File: config.mk
export PLATFORM = sky130hd
export DESIGN_NAME = mesh_wormhole_ni_tx_flat
export DESIGN_NICKNAME = d
export VERILOG_FILES = /design/src/rtl/mesh_wormhole_ni_tx_pkg.sv /design/src/rtl/mesh_wormhole_ni_tx_if.sv /design/src/rtl/mesh_wormhole_ni_tx.sv /design/src/flat_wrapper.sv
export SDC_FILE = /design/constraint.sdc
export NUM_CORES = 1
export LEC_CHECK = 0
export CAP_MARGIN = 20
export CORE_ASPECT_RATIO = 0.8
export CORE_MARGIN = 3
export CORE_UTILIZATION = 49
export CTS_BUF_LIST = sky130_fd_sc_hd__clkbuf_16
export CTS_CLUSTER_DIAMETER = 100
export DETAILED_ROUTE_END_ITERATION = 8
export PLACE_DENSITY_LB_ADDON = 0.08
export REMOVE_ABC_BUFFERS = 1
export SYNTH_ARGS = -nofsm -noshare
export SYNTH_HDL_FRONTEND = slang
export SYNTH_SLANG_ARGS = --single-unit
File: constraint.sdc
create_clock -name clk_i -period 2.2 [get_ports clk_i]
set_input_delay 0.44 -clock clk_i [delete_from_list [all_inputs] [get_ports clk_i]]
set_output_delay 0.44 -clock clk_i [all_outputs]
set_load 0.05 [all_outputs]
File: src/rtl/mesh_wormhole_ni_tx_pkg.sv
// Shared flit definitions for the mesh node, its virtual channels and the NI packetizers.
package mesh_wormhole_ni_tx_pkg;

  typedef enum logic [1:0] {
    FLIT_EMPTY  = 2'b00,
    FLIT_HEADER = 2'b01,
    FLIT_BODY   = 2'b10,
    FLIT_TAIL   = 2'b11
  } flit_id_e;

  typedef enum logic [1:0] {
    ST_IDLE,
    ST_HDR,
    ST_PAY
  } tx_state_e;

  // Header layout: dst_col in the LSBs, dst_row directly above it, rest zero.
  localparam int unsigned HDR_COL_LSB = 0;

  function automatic int unsigned flit_w(input int unsigned id_w, input int unsigned data_w);
    return id_w + data_w;
  endfunction

  function automatic int unsigned hdr_row_lsb(input int unsigned col_w);
    return HDR_COL_LSB + col_w;
  endfunction

endpackage

File: src/rtl/mesh_wormhole_ni_tx_if.sv
// Message-in / flit-out channel bundle of the NI transmit packetizer.
interface mesh_wormhole_ni_tx_if
  import mesh_wormhole_ni_tx_pkg::*;
#(
  parameter int unsigned FLIT_DATA_W   = 8,
  parameter int unsigned FLIT_ID_W     = 2,
  parameter int unsigned ROW_ADDR_W    = 2,
  parameter int unsigned COL_ADDR_W    = 2,
  parameter int unsigned MAX_PAYLOAD_N = 4
);
  localparam int unsigned FLIT_W = flit_w(FLIT_ID_W, FLIT_DATA_W);
  localparam int unsigned LEN_W  = $clog2(MAX_PAYLOAD_N + 1);

  logic [MAX_PAYLOAD_N*FLIT_DATA_W-1:0] msg_data_i;
  logic [LEN_W-1:0]                     msg_len_i;
  logic [ROW_ADDR_W-1:0]                msg_dst_row_i;
  logic [COL_ADDR_W-1:0]                msg_dst_col_i;
  logic                                 msg_vld_i;
  logic                                 msg_rdy_o;
  logic [FLIT_W-1:0]                    out_data_o;
  logic                                 out_vld_o;
  logic                                 out_rdy_i;

  // master: the packetizer; slave: message source plus downstream node.
  modport master (
    input  msg_data_i, msg_len_i, msg_dst_row_i, msg_dst_col_i, msg_vld_i, out_rdy_i,
    output msg_rdy_o, out_data_o, out_vld_o
  );

  modport slave (
    output msg_data_i, msg_len_i, msg_dst_row_i, msg_dst_col_i, msg_vld_i, out_rdy_i,
    input  msg_rdy_o, out_data_o, out_vld_o
  );

endinterface

File: src/rtl/mesh_wormhole_ni_tx.sv
// NI transmit packetizer: serializes one captured message into a HEADER/BODY.../TAIL worm.
module mesh_wormhole_ni_tx
  import mesh_wormhole_ni_tx_pkg::*;
#(
  parameter int unsigned FLIT_DATA_W   = 8,
  parameter int unsigned FLIT_ID_W     = 2,
  parameter int unsigned ROW_ADDR_W    = 2,
  parameter int unsigned COL_ADDR_W    = 2,
  parameter int unsigned MAX_PAYLOAD_N = 4,
  parameter int unsigned CNT_W         = 16
) (
  input  logic                  clk_i,
  input  logic                  rst_i,
  mesh_wormhole_ni_tx_if.master bus,
  output logic [CNT_W-1:0]      pkt_cnt_o
);
  localparam int unsigned LEN_W  = $clog2(MAX_PAYLOAD_N + 1);
  localparam int unsigned IDX_W  = (MAX_PAYLOAD_N > 1) ? $clog2(MAX_PAYLOAD_N) : 1;
  localparam int unsigned DATA_W = MAX_PAYLOAD_N * FLIT_DATA_W;

  tx_state_e               state_q, state_d;
  logic [IDX_W-1:0]        idx_q, idx_d;
  logic [IDX_W-1:0]        last_q, last_d;
  logic [DATA_W-1:0]       data_q;
  logic [ROW_ADDR_W-1:0]   row_q;
  logic [COL_ADDR_W-1:0]   col_q;
  logic [CNT_W-1:0]        cnt_q;
  logic                    accept;
  logic                    cnt_inc;
  logic                    is_tail;
  logic [FLIT_DATA_W-1:0]  hdr_data;
  logic [FLIT_DATA_W-1:0]  pay_data;

  // Length is stored as the index of the tail word, with 0 and oversize lengths clamped.
  always_comb begin
    last_d = '0;
    if (bus.msg_len_i == '0)
      last_d = '0;
    else if (bus.msg_len_i > LEN_W'(MAX_PAYLOAD_N))
      last_d = IDX_W'(MAX_PAYLOAD_N - 1);
    else
      last_d = IDX_W'(bus.msg_len_i - 1'b1);
  end

  always_comb begin
    hdr_data = '0;
    hdr_data[HDR_COL_LSB +: COL_ADDR_W]             = col_q;
    hdr_data[hdr_row_lsb(COL_ADDR_W) +: ROW_ADDR_W] = row_q;
  end

  assign pay_data = data_q[idx_q*FLIT_DATA_W +: FLIT_DATA_W];
  assign is_tail  = (idx_q == last_q);

  always_comb begin
    state_d        = state_q;
    idx_d          = idx_q;
    accept         = 1'b0;
    cnt_inc        = 1'b0;
    bus.msg_rdy_o  = 1'b0;
    bus.out_vld_o  = 1'b0;
    bus.out_data_o = '0;
    unique case (state_q)
      ST_IDLE: begin
        bus.msg_rdy_o = 1'b1;
        accept        = bus.msg_vld_i;
        if (accept) state_d = ST_HDR;
      end
      ST_HDR: begin
        bus.out_data_o = {FLIT_ID_W'(FLIT_HEADER), hdr_data};
        bus.out_vld_o  = bus.out_rdy_i;
        if (bus.out_rdy_i) begin
          state_d = ST_PAY;
          idx_d   = '0;
        end
      end
      ST_PAY: begin
        bus.out_data_o = {is_tail ? FLIT_ID_W'(FLIT_TAIL) : FLIT_ID_W'(FLIT_BODY), pay_data};
        bus.out_vld_o  = bus.out_rdy_i;
        if (bus.out_rdy_i) begin
          if (is_tail) begin
            state_d = ST_IDLE;
            cnt_inc = 1'b1;
          end else begin
            idx_d = idx_q + 1'b1;
          end
        end
      end
      default: state_d = ST_IDLE;
    endcase
  end

  always_ff @(posedge clk_i) begin
    if (rst_i) begin
      state_q <= ST_IDLE;
      idx_q   <= '0;
      last_q  <= '0;
      data_q  <= '0;
      row_q   <= '0;
      col_q   <= '0;
      cnt_q   <= '0;
    end else begin
      state_q <= state_d;
      idx_q   <= idx_d;
      if (accept) begin
        data_q <= bus.msg_data_i;
        last_q <= last_d;
        row_q  <= bus.msg_dst_row_i;
        col_q  <= bus.msg_dst_col_i;
      end
      if (cnt_inc) cnt_q <= cnt_q + 1'b1;
    end
  end

  assign pkt_cnt_o = cnt_q;

endmodule

File: src/flat_wrapper.sv
// flat-port wrapper written by rule: the top's interface ports become plain ports
module mesh_wormhole_ni_tx_flat import mesh_wormhole_ni_tx_pkg::*;
#(
  parameter int unsigned FLIT_DATA_W   = 8,
  parameter int unsigned FLIT_ID_W     = 2,
  parameter int unsigned ROW_ADDR_W    = 2,
  parameter int unsigned COL_ADDR_W    = 2,
  parameter int unsigned MAX_PAYLOAD_N = 4,
  parameter int unsigned CNT_W         = 16
)
  (clk_i, rst_i, pkt_cnt_o, bus_msg_data_i, bus_msg_len_i, bus_msg_dst_row_i, bus_msg_dst_col_i, bus_msg_vld_i, bus_out_rdy_i, bus_msg_rdy_o, bus_out_data_o, bus_out_vld_o);
  mesh_wormhole_ni_tx_if #(.FLIT_DATA_W(FLIT_DATA_W), .FLIT_ID_W(FLIT_ID_W), .ROW_ADDR_W(ROW_ADDR_W), .COL_ADDR_W(COL_ADDR_W), .MAX_PAYLOAD_N(MAX_PAYLOAD_N)) bus_i ();
  input  logic clk_i;
  input  logic rst_i;
  output logic [CNT_W-1:0] pkt_cnt_o;
  input wire logic [$bits(bus_i.msg_data_i)-1:0] bus_msg_data_i;
  input wire logic [$bits(bus_i.msg_len_i)-1:0] bus_msg_len_i;
  input wire logic [$bits(bus_i.msg_dst_row_i)-1:0] bus_msg_dst_row_i;
  input wire logic [$bits(bus_i.msg_dst_col_i)-1:0] bus_msg_dst_col_i;
  input wire logic [$bits(bus_i.msg_vld_i)-1:0] bus_msg_vld_i;
  input wire logic [$bits(bus_i.out_rdy_i)-1:0] bus_out_rdy_i;
  output wire logic [$bits(bus_i.msg_rdy_o)-1:0] bus_msg_rdy_o;
  output wire logic [$bits(bus_i.out_data_o)-1:0] bus_out_data_o;
  output wire logic [$bits(bus_i.out_vld_o)-1:0] bus_out_vld_o;
  assign bus_i.msg_data_i = bus_msg_data_i;
  assign bus_i.msg_len_i = bus_msg_len_i;
  assign bus_i.msg_dst_row_i = bus_msg_dst_row_i;
  assign bus_i.msg_dst_col_i = bus_msg_dst_col_i;
  assign bus_i.msg_vld_i = bus_msg_vld_i;
  assign bus_i.out_rdy_i = bus_out_rdy_i;
  assign bus_msg_rdy_o = bus_i.msg_rdy_o;
  assign bus_out_data_o = bus_i.out_data_o;
  assign bus_out_vld_o = bus_i.out_vld_o;
  mesh_wormhole_ni_tx #(.FLIT_DATA_W(FLIT_DATA_W), .FLIT_ID_W(FLIT_ID_W), .ROW_ADDR_W(ROW_ADDR_W), .COL_ADDR_W(COL_ADDR_W), .MAX_PAYLOAD_N(MAX_PAYLOAD_N), .CNT_W(CNT_W)) u_core (.clk_i(clk_i), .rst_i(rst_i), .bus(bus_i), .pkt_cnt_o(pkt_cnt_o));
endmodule
==> run summary, run 1 <==
gr usage total: 0.2233
Fin Setup TNS: 0 ns
Crit. End Element: output port
Tcrit/Tclk final: 0.9804
Core Util, Final: 0.7603
clock skew: 0.006157 ns
GR Util met2: 0.3531
largest family of logic cells by synthesized area: simple AND/OR/NAND/NOR gates
Rows: 23
Max-Cap Viols: 0
Reg clk slew, reported paths: 0.05 ns
global route hottest layer: met2
Yosys warning total: 0
starting density of the core: 0.5253
status: finished clean
Power Density: 750.8 nW/µm²
Max rail drop VDD: 0.0006020 V
# H-tree levels: 3
CTS tree: done
Clock Sinks: 58
crit path time final: 2.157 ns
Die ar.: 6523 µm²
Adder-Cell Fraction of Synth Area: 0.03567
Starting DRT DRC Count: 134
Yosys top cell by area: dfxtp_1
Leakage Power: 1.446 nW
Synth Cell Area: 2736 µm²
Die H: 72.84 µm
Ports: 71
storage element area: 1164 µm²
Congestion Overflow GR: 0
Seq/Total Area, Yosys: 0.4243
design area: 3960 µm²
Most used DFF post-synth: dfxtp_1
pin count of the biggest net entering global routing: 41
final estimated routing congestion in global placement: 0.7689
post-synthesis mux area share: 0.06996
Synth Instances: 323
post-synthesis simple-gate area fraction: 0.2314
Max clock buf depth: 2
Worst-Skew Late Latency: 0.33 ns
Port Buf Inserts: 70
ys async rst share: 0
# setup viols final: 0
worst hold path class: register to register
Crit Path Class: register to output port
Worst slew margin: 0.6605
CTS buffer count: 9
met3 GRT Util: 0.05643
syn avg cell area: 8.472 µm²
first-pass GRT wire length: 11.23 mm
post-synth top area share: 0.4243
FF+latch count, synth: 58
Synth Area in Compound Gates: 0.1614
# hold bufs at CTS: 0
Critical Path Fanout Max: 8
top-count cell post-synth: nand2_1
Max Slew Vio Count: 0
RSZ-0062 raised after global routing: true
Die Wd: 89.55 µm
Core Region: 5209 µm²
number of remaining DRC errors: 0
Via density: 5.424
critical path arrival: 1.72 ns
via count: 2620
Data required, critical path: 1.76 ns
vias in the first global route: 2448
drt pass-1 iters: 4
routed wire length: 7.075 mm
filler instances: 408
XOR/XNOR share of the synthesized area: 0.03155
area post-placement: 3556 µm²
Post-synth EDFFs: 0
WHS: 0.4497 ns
met1 usage: 0.2920
Yosys cell types: 40
top cells by count, synth: nand2_1 (80), dfxtp_1 (58), a21oi_1 (49), clkbuf_1 (13)
antenna viol nets, final: 0
Nets: 453
footprint of the multi-input gates: 1485 µm²
largest cells by area after synthesis: dfxtp_1 (42%), nand2_1 (11%), a21oi_1 (9.0%)
Root Driver: clkbuf_16
Max Freq: 463.6 MHz
post-DP HPWL: 4.634 mm
initial antenna violation count: 0
Least-Margin Pin Slew: 0.5076 ns
share of post-route cells with drive strength above 1: 0.1765
antenna fix cells: 0
Synth-to-Final Area Change: 44.72%
WL/cell: 14.65 µm
Startpoint Class: register
Final Hold Viols: 0
## where the power goes
group | switching [W] | leakage (nW) | internal [W]
Sequential | 0.0000457 | 0.474 | 0.00112
Clock | 0.000494 | 0.129 | 0.000755
Combinational | 0.000299 | 0.843 | 0.000256
Total | 0.000839 | 1.45 | 0.00213
## registers in the layout (all words and copies together), names as in the netlist
register	count
u_core.col_q	2
u_core.last_q	2
u_core.idx_q	2
u_core.pkt_cnt_o	16
u_core.row_q	2
u_core.data_q	32
u_core.state_q	2
## per-stage QoR
stage	power (W)	worst slack (ns)	std cells
2_1_floorplan	0.001461	-0.3304	302
3_3_place_gp	0.001689	-0.2269	461
3_5_place_dp	0.001701	-0.2790	461
4_1_cts	0.002957	-0.009430	478
5_1_grt	0.003089	-0.02183	483
6_report	0.002973	0.04320	483
## cell type report
cell class,instances,share of cell area
multi-input combinational,236,0.3750
timing repair buffer,90,0.2313
sequential,58,0.2938
clock inverter,7,0.01169
clock buffer,9,0.05687
inverter,8,0.007583
tap,75,0.02370
## cell families (layout without fill, tap and decap cells)
| group | count (synthesis) | after routing |
|---|---|---|
| adders and majority gates | 8 | 8 |
| AOI/OAI and AO/OA | 77 | 77 |
| xor gates and xnor gates | 9 | 9 |
| muxes | 8 | 8 |
| DFF | 58 | 58 |
| buffers and inverters | 29 | 114 |
| and+or+nand+nor | 134 | 134 |
## worst max-delay path, stage by stage, from the launching register on
cell     delay, ns
dfxtp_2       0.35
buf_12        0.14
buf_6         0.10
mux4_2        0.47
and3_4        0.19
buf_8         0.14
## layer usage
| layer | vias up | routed length [µm] |
|---|---|---|
| li1 | 1300 | - |
| met1 | 1247 | 3204 |
| met2 | 66 | 3456 |
| met3 | 7 | 349 |
| met4 | 0 | 64 |
| met5 | - | 0 |
## placed cells by master (no fill, tap or decap), types with 2 or more instances in the layout
cell type,count
and3_1,3
or3_1,3
clkdlybuf4s50_1,57
ha_1,5
ha_2,2
nor2_1,8
clkinv_4,2
inv_1,8
dfxtp_2,2
clkinv_2,2
clkinvlp_4,2
nand2_1,80
buf_6,6
a31oi_1,2
nand4_1,6
o21ai_0,6
or4_1,8
nand3_1,6
and3_4,2
dfxtp_1,56
buf_4,19
and2_1,4
xor2_1,3
nor2b_1,3
a21oi_1,49
clkbuf_16,9
and4_1,3
a22oi_2,4
o31ai_1,8
buf_8,2
mux4_2,8
buf_12,5
nand2b_1,2
nor4_1,2
xnor2_1,5
## what timing repair did
| item | in CTS | in global routing |
|---|---|---|
| setup endpoints to repair | 9 | 16 |
| hold endpoints to repair | 0 | 0 |
| gates resized for setup | 16 | 13 |
| setup buffers | 1 | 5 |
| pin swaps | 0 | 1 |
## path summary, 6_finish.rpt
path,startpoint,end,slack (ns),depth (start not counted)
setup / recovery,u_core.idx_q[0]$_SDFFE_PP0P_,bus_out_data_o[5],0.04,5
hold / removal,u_core.data_q[30]$_SDFFE_PP0P_,u_core.data_q[30]$_SDFFE_PP0P_,0.45,2
setup reg to reg,u_core.idx_q[0]$_SDFFE_PP0P_,u_core.pkt_cnt_o[14]$_SDFFE_PP0P_,0.09,6
hold reg to reg,u_core.data_q[30]$_SDFFE_PP0P_,u_core.data_q[30]$_SDFFE_PP0P_,0.45,2
Note: power is estimated with default switching activity, not from simulation.
==> run 2: changes to the inputs <==
ABC_AREA = 1   (was not set)
==> run summary, run 2 <==
antenna fix cells: 0 (unchanged)
number of remaining DRC errors: 0 (unchanged)
starting density of the core: 0.5163 (-0.009038)
Setup crit start: u_core.state_q[1]$_SDFFE_PP0P_
Max-Cap Viols: 0 (unchanged)
Startpoint Class: register
share of post-route cells with drive strength above 1: 0.1174 (-0.05906)
routed wire length: 7.206 mm (+1.9%)
Via density: 5.045 (-7.0%)
Die H: 74.25 µm (+1.9%)
largest reg by FF count: u_core.data_q
drt pass-1 iters: 4 (unchanged)
top-count cell post-synth: nor2_1
Leakage Power: 1.620 nW (+12%)
# setup viols final: 0 (unchanged)
Die Wd: 91.31 µm (+2.0%)
post-DP HPWL: 5.029 mm (+8.5%)
Starting DRT DRC Count: 168 (+25%)
Root Driver: clkbuf_16
Max rail drop VDD: 0.0005130 V (-15%)
Seq/Total Area, Yosys: 0.4070 (-0.01731)
Final Hold Viols: 0 (unchanged)
Synth Cell Area: 2853 µm² (+4.3%)
Max Slew Vio Count: 0 (unchanged)
vias in the first global route: 2589 (+5.8%)
Ports: 71 (unchanged)
Worst R2R Path Depth: 8 (+2)
Least-Margin Pin Slew: 0.5314 ns (+0.02377 ns)
Power Density: 902.3 nW/µm² (+20%)
Yosys top cell by area: dfxtp_1
Crit. End Element: output port
Tot Pwr: 0.003631 W (+22%)
WL/cell: 12.60 µm (-14%)
Worst slew margin: 0.6446 (-0.01590)
Final Non-Filler Cells: 572 (+18%)
worst hold path class: register to register
commonest non-fill, non-tap cell in the layout: nor2_1
internal reg-to-reg setup slack: 0.58 ns (+0.49 ns)
CP max stage cell: dfxtp_1
Core Region: 5525 µm² (+6.1%)
Critical R2R Launch: u_core.state_q[0]$_SDFFE_PP0P_
Worst Setup EP: bus_out_data_o[8]
reg2reg end: u_core.pkt_cnt_o[9]$_SDFFE_PP0P_
Yosys cell types: 25 (-38%)
Max clock buf depth: 2 (unchanged)
critical path arrival: 1.64 ns (-0.08 ns)
Post-synth EDFFs: 0 (unchanged)
Critical Path Fanout Max: 5 (-3)
pin count of the biggest net entering global routing: 48 (+17%)
initial antenna violation count: 0 (unchanged)
final estimated routing congestion in global placement: 0.8310 (+8.1%)
FF+latch count, synth: 58 (unchanged)
Reg clk slew, reported paths: 0.05 ns (about the same)
top cells by count, synth: nor2_1 (118), nand2_1 (68), dfxtp_1 (58), o21ai_0 (56), a21oi_1 (28)
Port Buf Inserts: 70 (unchanged)
commonest cells after routing, fill and taps aside: nor2_1 (118), nand2_1 (67), clkdlybuf4s50_1 (58)
post-synth top area share: 0.4070 (-0.01731)
antenna viol nets, final: 0 (unchanged)
max reg flops: 32 (unchanged)
Tcrit/Tclk final: 0.9463 (-0.03402)
syn avg cell area: 6.792 µm² (-20%)
# H-tree levels: 3 (unchanged)
Clock Sinks: 58 (unchanged)
gr usage total: 0.2188 (-0.004434)
crit path time final: 2.082 ns (-0.07485 ns)
CTS buffer count: 9 (unchanged)
# hold bufs at CTS: 0 (unchanged)
Die ar.: 6779 µm² (+3.9%)
Worst-Skew Late Latency: 0.32 ns (about the same)
Most used DFF post-synth: dfxtp_1
CTS tree: done
ys async rst share: 0 (unchanged)
Synth-to-Final Area Change: 41.05%
final worst slack: 0.1180 ns (+0.07485 ns)
Post-CTS Setup Inserts: 0 (-1)
Crit Path Class: register to output port
largest cells by area after synthesis: dfxtp_1 (41%), nor2_1 (16%), o21ai_0 (9.8%)
Fin Setup TNS: 0 ns (unchanged)
CP cell instances: inv_1 -> ha_4 -> nand2_2 -> o21ai_2 -> buf_12
Post-CTS Resized: 6 (-10)
RSZ-0062 raised after global routing: false
clock skew: 0.005363 ns (-0.0007942 ns)
Synth Instances: 420 (+30%)
Inst Count DP: 556 (+21%)
Max Freq: 480.3 MHz (+3.6%)
CP peak stage delay: 0.36 ns (-0.11 ns)
Congestion Overflow GR: 0 (unchanged)
Yosys warning total: 0 (unchanged)
first-pass GRT wire length: 11.73 mm (+4.4%)
Nets: 539 (+19%)
Rows: 24 (+4.3%)
Data required, critical path: 1.76 ns (about the same)
status: finished clean
via count: 2886 (+10%)
dpl ws: 0.1824 ns (+0.4613 ns)
-- run 2: critical path: cells and delay by family (launching register included) --
kind,cells,cell delay (ns)
compound gates,1,0.23
flops,1,0.36
fa+ha+maj,1,0.32
simple gates,1,0.13
buf+inv,2,0.29
-- run 2: report_power, final --
group          leakage (nW)  internal, W  switching [W]  total, W
Sequential            0.477      0.00121      0.0000990   0.00131
Clock                 0.130     0.000745       0.000464   0.00121
Combinational          1.01     0.000449       0.000665   0.00111
-- run 2: metrics by stage --
stage                     area [µm²]  hold WS (ns)  utilization
after floorplan                 2730        0.4495            -
after CTS                       3983        0.4821       0.7208
after global routing            4024        0.5017       0.7283
final                           4024        0.4792       0.7283
after detailed placement        3704        0.4686       0.6703
after global placement          3704        0.4623       0.6703
-- run 2: how the worst min path moves through the flow --
| stage | start | endpoint | slack, ns | cells after the start |
|---|---|---|---|---|
| global route | u_core.data_q[17]$_SDFFE_PP0P_ | u_core.data_q[17]$_SDFFE_PP0P_ | 0.50 | 2 |
| CTS | u_core.data_q[29]$_SDFFE_PP0P_ | u_core.data_q[29]$_SDFFE_PP0P_ | 0.48 | 2 |
| detailed placement | u_core.data_q[13]$_SDFFE_PP0P_ | u_core.data_q[13]$_SDFFE_PP0P_ | 0.47 | 2 |
| global placement | u_core.data_q[13]$_SDFFE_PP0P_ | u_core.data_q[13]$_SDFFE_PP0P_ | 0.46 | 2 |
| finish | u_core.data_q[29]$_SDFFE_PP0P_ | u_core.data_q[29]$_SDFFE_PP0P_ | 0.48 | 2 |
| floorplan | u_core.data_q[12]$_SDFFE_PP0P_ | u_core.data_q[12]$_SDFFE_PP0P_ | 0.45 | 2 |
-- run 2: cell type report --
cell class,count,area [µm²]
multi-input cells,315,1526
fillers,466,1501
flip-flops and latches,58,1164
repair buffers,79,875.8
clock buffers,9,225.2
inverters,26,97.59
well taps,78,97.59
clock inverters,7,37.54
-- run 2: cell families after synthesis --
| kind of cell | Yosys count | share of synthesized area |
|---|---|---|
| AOI/OAI and AO/OA | 91 | 0.1636 |
| xor gates and xnor gates | 6 | 0.02105 |
| adders and majority gates | 7 | 0.03070 |
| buffers and inverters | 47 | 0.07719 |
| DFF | 58 | 0.4070 |
| and+or+nand+nor | 211 | 0.3004 |
-- run 2: routing by layer --
metal	global-route usage	wire, µm	up-vias	part of all wire
li1	-	-	1493	-
met1	0.2783	3435	1294	0.48
met2	0.3467	3247	92	0.45
met3	0.09302	476	7	0.066
met4	0.05853	47	0	0.0065
met5	0	0	-	0
==> RTL edit: new RTL, config.mk and constraints of run 2 <==
Reset style: asynchronous (`rst_i`), changed in one clocked block.
--- a/src/rtl/mesh_wormhole_ni_tx.sv
+++ b/src/rtl/mesh_wormhole_ni_tx.sv
@@ -91,3 +91,3 @@
 
-  always_ff @(posedge clk_i) begin
+  always_ff @(posedge clk_i or posedge rst_i) begin
     if (rst_i) begin
Check against the original RTL: differs if rst_i is asserted again (counterexample within 4 cycles, from zero or initial values and one cycle with rst_i high); with rst_i held inactive, the same outputs for 10 cycles.
==> RTL edit against run 2 <==
Register-to-register slack worse by 0.23 ns; sequential share of layout area grew 6.2 points; sequential cell count is the same; worst setup slack got worse by 0.038 ns; highest routed layer unchanged; final area rose by 2.7%; synthesized area grew 6.1%; critical endpoint is now bus_out_data_o[3]; routed wire length up 7.5%.
Power is not compared: it rests on default switching activity, and its combinational part moved more than twofold at a synthesized area within 25%.
==> RTL edit: results (changes against run 2) <==
status complete, no violations; CP arrival 1.68 ns (+0.04 ns); Post-Synth Adder-Cell Area 2.89% (-0.18 points); mean routed wirelength per cell 13.7 um (+8.7%); clock-pin slew on the worst setup and hold paths 0.05 ns (about the same); XOR/XNOR Fraction of Synth Area 2.27% (+0.17 points); deepest clock path buffer count 2 (unchanged); Largest Register u_core.data_q; vias in the first global route 2624 (+1.4%); RR Endpoint u_core.idx_q[1]; Distinct cells, synth 27 (+8.0%); DR pass1 iterations 4 (unchanged); mux cell area share after synthesis 0% (unchanged); via count 2854 (-1.1%); worst skew pair latency 0.32 ns (about the same); largest net degree at the start of global routing 59 (+23%); CP endpoint bus_out_data_o[3]; Worst Hold End u_core.data_q[6]; first-pass GRT wire length 12700 um (+7.9%); top cells by area, synth dfrtp_1 48%, nand2_1 22%, o21ai_0 6.0%, inv_1 4.0%, nor2_1 3.7%; clock share of power 22.1%; Seq/Total Area, Yosys 47.9% (+7.2 points); Placed Area 0.00383 mm^2 (+3.5%); r2r startpoint u_core.state_q[0]; nets 535 (-0.74%); Synth top cells by count 176 x nand2_1, 58 x dfrtp_1, 36 x o21ai_0; placer congestion estimate 0.898 (+8.0%); ys flop type dfrtp_1; Int Power 3.10 mW; layout cells sized above 1 10.7% (-1.1 points); hold depth 2 (unchanged); worst setup path startpoint u_core.state_q[1]; Min Hold Slack 0.470 ns (-0.00932 ns); R2R setup slack 0.35 ns (-0.23 ns); antenna diode count 0 (unchanged); Max VDD drop 827 uV; Post-DP HPWL 5270 um (+4.8%); gr usage total 22.6% (+0.73 points); R2R depth 6 (-2); relative slew slack 62.3% (-2.2 points); Hold Crit Start u_core.data_q[6]; Post-synth ARST share 100% (+100 points); Synth Area in Compound Gates 8.88% (-7.5 points); Clock Skews 0.00675 ns (+0.00138 ns); initial drt markers 194 (+15%)
RTL edit: cell count changes in the layout (fill, tap and decap cells not counted), sizes merged, moves of 21 or more:
| cell | run 2 | this run |
|---|---|---|
| dfrtp | 0 | 58 |
| a21oi | 29 | 7 |
| nor2 | 118 | 31 |
| o21ai | 57 | 36 |
| nand2 | 70 | 178 |
| dfxtp | 58 | 0 |
RTL edit: critical path, stage by stage (launching register included):
cell     delay [ns]
dfrtp_1        0.38
inv_1          0.11
ha_4           0.31
nand2_2        0.12
inv_2          0.11
nand2_1        0.05
o21ai_0        0.07
buf_4          0.22
RTL edit: per-stage QoR:
stage	std cells	setup TNS (ns)	setup slack, ns
4_1_cts	562	0	0.00602
3_3_place_gp	548	0	0.242
6_report	566	0	0.0796
2_1_floorplan	391	-8.98	-0.698
3_5_place_dp	548	0	0.187
5_1_grt	566	-0.00205	-0.00205
RTL edit: layout make-up:
class / instances / area, um^2
clock buffers: 9 / 225
clock inverters: 5 / 25.0
fillers: 460 / 1570
inverters: 34 / 133
multi-input cells: 299 / 1380
flip-flops and latches: 58 / 1450
well taps: 78 / 97.6
repair buffers: 83 / 816
RTL edit: cells by family (layout without fill, tap and decap cells):
kind of cell	Yosys count	in the layout
AOI/OAI and AO/OA	51	51
xor gates and xnor gates	7	7
adders and majority gates	7	7
buffers and inverters	48	131
DFF	58	58
and+or+nand+nor	234	234
RTL edit: routing by layer:
metal,wire [um],global-route usage (%),vias to the layer above
met5,0,0,-
met4,51,4.91,0
met3,430,8.00,6
met2,3640,34.9,96
met1,3620,30.7,1316
li1,-,-,1436
RTL edit: what timing repair did:
item                       CTS  global route
gates resized for setup      4             3
hold buffers                 0             0
buffers inserted             0             4
setup endpoints to repair    9             5
